===== config.mk =====
export PLATFORM = sky130hd
export DESIGN_NAME = seg_scan
export DESIGN_NICKNAME = d
export VERILOG_FILES = /design/src/rtl/seg_scan.sv
export SDC_FILE = /design/constraint.sdc
export NUM_CORES = 1
export LEC_CHECK = 0
export ABC_CLOCK_PERIOD_IN_PS = 3350
export BUFFER_PORTS_ARGS = -buffer_cell sky130_fd_sc_hd__buf_2
export CORE_MARGIN = 4
export CORE_UTILIZATION = 35
export CTS_CLUSTER_DIAMETER = 120
export DETAILED_ROUTE_END_ITERATION = 7
export PLACE_DENSITY = 0.55
export SLEW_MARGIN = 20
export SYNTH_ARGS = -nofsm -noshare
export SYNTH_HDL_FRONTEND = slang
export SYNTH_SLANG_ARGS = --single-unit

===== constraint.sdc =====
create_clock -name Clk -period 3.35 [get_ports Clk]
set_input_delay 0.335 -clock Clk [delete_from_list [all_inputs] [get_ports Clk]]
set_output_delay 0.335 -clock Clk [all_outputs]
set_load 0.01 [all_outputs]

===== src/rtl/seg_scan.sv =====
// Eight-digit multiplexed 7-segment scanner with anti-ghost blanking, frame-synchronous
// shadowing of the display word, per-digit blink and decimal-point control.
module seg_scan #(
  parameter int DIGIT_CYC    = 50000,
  parameter int BLANK_CYC    = 500,
  parameter int BLINK_FRAMES = 62
) (
  input  logic        Clk,
  input  logic        Reset,
  input  logic [31:0] Data,
  input  logic        Disp_en,
  input  logic [7:0]  Blink_mask,
  input  logic [7:0]  Dp_mask,
  output logic [7:0]  Sel,
  output logic [7:0]  Seg
);

  localparam int CW = (DIGIT_CYC > 1) ? $clog2(DIGIT_CYC) : 1;
  localparam int FW = (BLINK_FRAMES > 1) ? $clog2(BLINK_FRAMES) : 1;
  localparam logic [CW-1:0] CNT_LAST = CW'(DIGIT_CYC - 1);
  localparam logic [FW-1:0] FRM_LAST = FW'(BLINK_FRAMES - 1);
  localparam logic [31:0]   SHOW_LIM = 32'(DIGIT_CYC - BLANK_CYC);

  logic [CW-1:0] cnt_q, cnt_d;
  logic [2:0]    idx_q, idx_d;
  logic [31:0]   shadow_q, shadow_d;
  logic [FW-1:0] frm_q, frm_d;
  logic          phase_q, phase_d;
  logic [7:0]    sel_q, sel_d;
  logic [7:0]    seg_q, seg_d;

  logic          slot_end, frame_end, lit;
  logic [3:0]    nib;

  // Active-low {dp,g,f,e,d,c,b,a}; non-decimal nibbles render as a dash.
  function automatic logic [7:0] glyph(input logic [3:0] n);
    case (n)
      4'd0:    glyph = 8'hC0;
      4'd1:    glyph = 8'hF9;
      4'd2:    glyph = 8'hA4;
      4'd3:    glyph = 8'hB0;
      4'd4:    glyph = 8'h99;
      4'd5:    glyph = 8'h92;
      4'd6:    glyph = 8'h82;
      4'd7:    glyph = 8'hF8;
      4'd8:    glyph = 8'h80;
      4'd9:    glyph = 8'h90;
      default: glyph = 8'hBF;
    endcase
  endfunction

  always_comb begin
    slot_end  = (cnt_q == CNT_LAST);
    frame_end = slot_end && (idx_q == 3'd7);
    cnt_d     = slot_end ? '0 : cnt_q + 1'b1;
    idx_d     = slot_end ? idx_q + 3'd1 : idx_q;
    shadow_d  = frame_end ? Data : shadow_q;
    frm_d     = frm_q;
    phase_d   = phase_q;
    if (frame_end) begin
      if (frm_q == FRM_LAST) begin
        frm_d   = '0;
        phase_d = ~phase_q;
      end else begin
        frm_d   = frm_q + 1'b1;
      end
    end

    // Blink-off slots and disabled display look exactly like the blank tail of a slot.
    nib   = shadow_q[{idx_q, 2'b00} +: 4];
    lit   = ({{(32-CW){1'b0}}, cnt_q} < SHOW_LIM) && Disp_en &&
            !(phase_q && Blink_mask[idx_q]);
    sel_d = lit ? ~(8'd1 << idx_q) : 8'hFF;
    seg_d = lit ? (glyph(nib) & ~{Dp_mask[idx_q], 7'd0}) : 8'hFF;
  end

  always_ff @(posedge Clk or posedge Reset) begin
    if (Reset) begin
      cnt_q    <= '0;
      idx_q    <= 3'd0;
      shadow_q <= 32'd0;
      frm_q    <= '0;
      phase_q  <= 1'b0;
      sel_q    <= 8'hFF;
      seg_q    <= 8'hFF;
    end else begin
      cnt_q    <= cnt_d;
      idx_q    <= idx_d;
      shadow_q <= shadow_d;
      frm_q    <= frm_d;
      phase_q  <= phase_d;
      sel_q    <= sel_d;
      seg_q    <= seg_d;
    end
  end

  assign Sel = sel_q;
  assign Seg = seg_q;

endmodule


; Yosys cells after proc, flatten, opt, wreduce, memory -nomap -nowiden
; Memory sizes are Yosys's and may differ from the RTL's.
; Index checks and enable logic that the tools add are counted.
[word_totals]
regBits = 74
mem_bits_ro = 112
out_inout_bits = 16
n_memories = 1
[op_classes]
n_addsub = 3
n_lt_le_gt_ge = 2
eq_ne = 3
shifts = 2
muxes = 8
bitwise = 4
reduce_logical = 6
[mem_list]
columns = memory, words, word_bits, rd, rd_clocked_by_memory_dff, write_ports, line_no
row1 = (no name shown), 16, 7, 1, 0, 0, 37  ; case (n)
[op_table]
columns = operator, count
row1 = variable part select 32 x 6 -> 4 bit, 1
row2 = adder 16 x 1 -> 16 bit (second input constant), 1
row3 = equality test 16 bit (second input constant), 1
row4 = less-than comparator 16 bit (second input constant), 1
row5 = 2-to-1 mux 16 bit, 1
row6 = 2-to-1 mux 8 bit, 2
row7 = NOT 8 bit, 2
row8 = AND 8 bit, 1
row9 = left shift 1 x 3 -> 8 bit (first input constant), 1
row10 = adder 6 x 1 -> 6 bit (second input constant), 1
row11 = binary-select mux 1 bit (select 3 bit), 2
row12 = equality test 6 bit (second input constant), 1
row13 = 2-to-1 mux 6 bit, 1
row14 = logical AND 1 bit, 4
row15 = less-than comparator 3 x 4 -> 1 bit (second input constant), 1
row16 = adder 3 x 1 -> 3 bit (second input constant), 1
row17 = equality test 3 bit (second input constant), 1
row18 = 2-to-1 mux 1 bit, 2
row19 = AND reduction 2 bit, 1
row20 = logical NOT 1 bit, 1
row21 = NOT 1 bit, 1

; Longest topological paths before layout
[depth]
ltp_word = 6
ltp_mapped = 9
mapped_depth_nobuf = 8

; Least setup slack after synthesis
; Ideal clock, no wire load.
[synth_path]
path_type = reg-to-reg
startpoint = register idx_q[1]
endpoint = register seg_q[2] (netlist: Seg[2])
setup_ns = 0.091
arrival_time_ns = 2.231
required_time_ns = 3.259
path_slack_ns = 1.028
stages_incl_launch_ff = 10
n_path_buf = 1
period_less_slack_ns = 2.322
path_cell_list = dfrtp_1 clkbuf_1 mux4_2 mux2i_1 inv_1 ha_1 inv_1 o21ai_0 o21ai_0 nand2_1
[synth_via]
elab_chain_len = 6
elab_cells_between_ends = 9
[synth_lines]
columns = item, line_no
row1 = from (decl), 25  ; logic [2:0] idx_q, idx_d;
row2 = from (signal assigned), 88  ; idx_q <= idx_d;
row3 = branches (longest 5 deep; another with memory read (16 x 7 bit)), n/a
row4 = 2-to-1 mux 8 bit (*), 74  ; seg_d = lit ? (glyph(nib) & ~{Dp_mask[idx_q], 7'd0}) : 8'hFF;
row5 = named net seg_d[2], 30  ; logic [7:0] seg_q, seg_d;
row6 = to (signal assigned), 93  ; seg_q <= seg_d;
row7 = to (decl), 30
; Mark *: on every way through the listed nets, which the timed path passes. The select of a mux whose other input is x is not followed.
; A chain may end at the register's enable or synchronous reset.

; Worst setup path in the final report
[layout_path]
startpoint = register idx_q[0]
endpoint = register seg_q[3] (netlist: Seg[3])
; The elaborated chain is that of the path after synthesis.

==> flow_summary.yaml <==
run_status:
  status: "finished clean"
floorplanning:
  start_util_pct: 35.79
  die_h_um: 108.0
  pin_count: 67
  die_w_um: 108.0
  die_area_um2: 11660
  num_rows: 36
  coreArea_um2: 9774
layout:
  instances_no_fill: 486
  area_growth_syn_to_layout_pct: 21.21
  final_common_cell: "buf_2"
  drive_gt1_share_pct: 43.34
  layout_common_cells: "buf_2 (66), dfrtp_1 (58), mux2_2 (34)"
  diodes: 0
  fin_nets: 413
setup_path:
  r2r_cells: 5
  cp_cell_sequence: "mux4_2 -> mux2i_1 -> ha_1 -> and3_1 -> o21ai_0"
  r2r-start: "idx_q[0]$_DFFE_PP0N_"
  crit_path_end_kind: "register"
  cp_max_fo: 11
  crit_path_start: "idx_q[0]$_DFFE_PP0N_"
  worst-setup-path-type: "register to register"
  critPathLaunchType: "register"
  cpPeakStageDelay_ns: 0.75
  reg2reg_to: "Seg[3]$_DFF_PP1_"
  required_ns: 3.62
  arrival_ns: 2.78
  rrSetupSlack_ns: 0.83
  slowest_stage: "dfrtp_1"
  cp-endpoint: "Seg[3]$_DFF_PP1_"
placed_design:
  routabilityCongestion: 0.7651
  place_ws_ns: 0.7979
  port_buffers: 66
  place_inst: 470
  hpwl_mm: 5.083
sta:
  slew_violations: 0
  relSlewSlack_pct: 41.41
  finalWorstSetupSlack_ns: 0.8323
  fin_skew_ns: 0.008448
  setup_tns_ns: 0
  rsz0062_at_grt: "no"
  fin_crit_ns: 2.518
  fin_crit_sh_pct: 75.15
  worst_pin_slew_ns: 0.8775
  setup_violations: 0
  max_freq_ghz: 0.3972
  hold_viol: 0
cts:
  cts_buffers: 9
  cts.path.max_buffers: 2
  insertion_delay_ns: 0.35
  cts_sinks: 74
  cts_setup_buffers: 0
  clk_pin_slew_worst_paths_ns: 0.09
  h-tree-depth: 3
  cts_resized: 0
  cts_root_buffer: "clkbuf_8"
  cts_hold_buf: 0
  cts_tree: "done"
worst_hold_path:
  hold_path.class: "input pin to asynchronous set/reset pin"
drt:
  vias: 2284
  drt-total-wl_mm: 6.932
  wl_per_cell_um: 14.26
  remaining_drc_errors: 0
  drt_first_pass_iters: 4
  drtAntennaViolNets: 0
  vias_per_cell: 4.700
  drt-initial-drc-count: 113
global_routing:
  grt_max_degree: 43
  grt.total_usage_pct: 12.93
  grt_pass1_wl_mm: 11.79
  grt_pass1_vias: 2420
  antenna_found_initial: 0
  overflow: 0
logic_synthesis:
  netlist.area_leader.share_pct: 41.49
  postSynthAreaPerCell_um2: 12.72
  yosys.area.top_type: "dfrtp_1"
  ys_async_sr_fraction_pct: 100.0
  ys_ff_latch: 74
  ys_seq_area_share_pct: 53.51
  syn_inst: 275
  synth_nets: 340
  ys_types: 33
  synth_flop_cell: "dfrtp_1"
  synth-edff-count: 0
  netlist_area_um2: 3498
  synthTopCellsByArea: "dfrtp_1 (41%), dfstp_2 (12%), mux2_2 (11%)"
  ys_warn_count: 0
power:
  ir_worst_vdd_v: 0.0002126
  power_leakage_nw: 1.889
  power.density_nw_per_um2: 448.9
  power.total_w: 0.001904
flow_run:
  drv_cap: 0
-- cell usage after synthesis, types with 5 or more instances --
cell type / count
nand3_1: 14
clkbuf_1: 5
nor2_1: 15
mux2i_1: 6
mux2_2: 34
xnor2_1: 6
dfrtp_1: 58
dfstp_2: 16
mux4_2: 12
nand2_1: 22
ha_1: 14
o21ai_0: 16
xor2_1: 9
inv_1: 10
-- stage by stage --
step | utilization, % | hold WS [ns] | area (µm²)
6_report | 43.38 | 0.1737 | 4240
5_1_grt | 43.38 | 0.1941 | 4240
4_1_cts | 43.38 | 0.1953 | 4240
3_5_place_dp | 40.83 | 0.4555 | 3991
3_3_place_gp | 40.83 | 0.4538 | 3991
2_1_floorplan | - | 0.4329 | 3498
-- power breakdown --
part / internal (W) / switching [W] / leakage, nW
sequential: 0.000924 / 0.0000109 / 0.890
clock: 0.000503 / 0.000351 / 0.124
combinational: 0.0000599 / 0.0000555 / 0.875
total: 0.00149 / 0.000417 / 1.89
-- worst min path at each step --
stage | end | from | cells past startpoint
2_1_floorplan | cnt_q[0]$_DFF_PP0_ | cnt_q[0]$_DFF_PP0_ | 1
3_3_place_gp | cnt_q[0]$_DFF_PP0_ | cnt_q[0]$_DFF_PP0_ | 1
3_5_place_dp | cnt_q[0]$_DFF_PP0_ | cnt_q[0]$_DFF_PP0_ | 1
4_1_cts | shadow_q[24]$_DFFE_PP0P_ | Data[24] | 2
5_1_grt | shadow_q[30]$_DFFE_PP0P_ | Data[30] | 2
6_report | phase_q$_DFFE_PP0P_ | Reset | 2
-- critical path, delay by kind of cell (launching register included) --
family          cells  cell delay [ns]
flops               1             0.75
compound gates      1             0.18
fa+ha+maj           1             0.34
mux                 2             1.02
simple gates        1             0.14
-- logic make-up after synthesis --
kind of cell | Yosys count | synth area share, %
muxes | 52 | 20.39
xor gates and xnor gates | 15 | 3.755
adders and majority gates | 14 | 5.007
AOI/OAI and AO/OA | 30 | 4.900
DFF | 74 | 53.50
and+or+nand+nor | 70 | 10.09
buffers and inverters | 20 | 2.361
-- registers in the layout, indices dropped and copies added, names as in the netlist --
signal,count
Sel,8
shadow_q,32
Seg,8
phase_q,1
frm_q,6
idx_q,3
cnt_q,16
-- area by class of cell --
cell class | instances | area, µm²
multi-input combinational | 181 | 1544
clock buffer | 9 | 123.9
inverter | 11 | 41.29
clock inverter | 7 | 125.1
tap | 133 | 166.4
fill | 956 | 5534
sequential | 74 | 1872
timing repair buffer | 71 | 367.9
-- per-layer routing --
| metal | vias to the layer above | part of all wire [%] | GRT usage [%] |
|---|---|---|---|
| met2 | 43 | 48 | 20.43 |
| met5 | - | 0 | 0 |
| li1 | 1118 | - | - |
| met3 | 6 | 4.4 | 4.119 |
| met4 | 0 | 0.68 | 3.517 |
| met1 | 1117 | 46 | 17.26 |
Note: power is estimated with default switching activity, not from simulation.
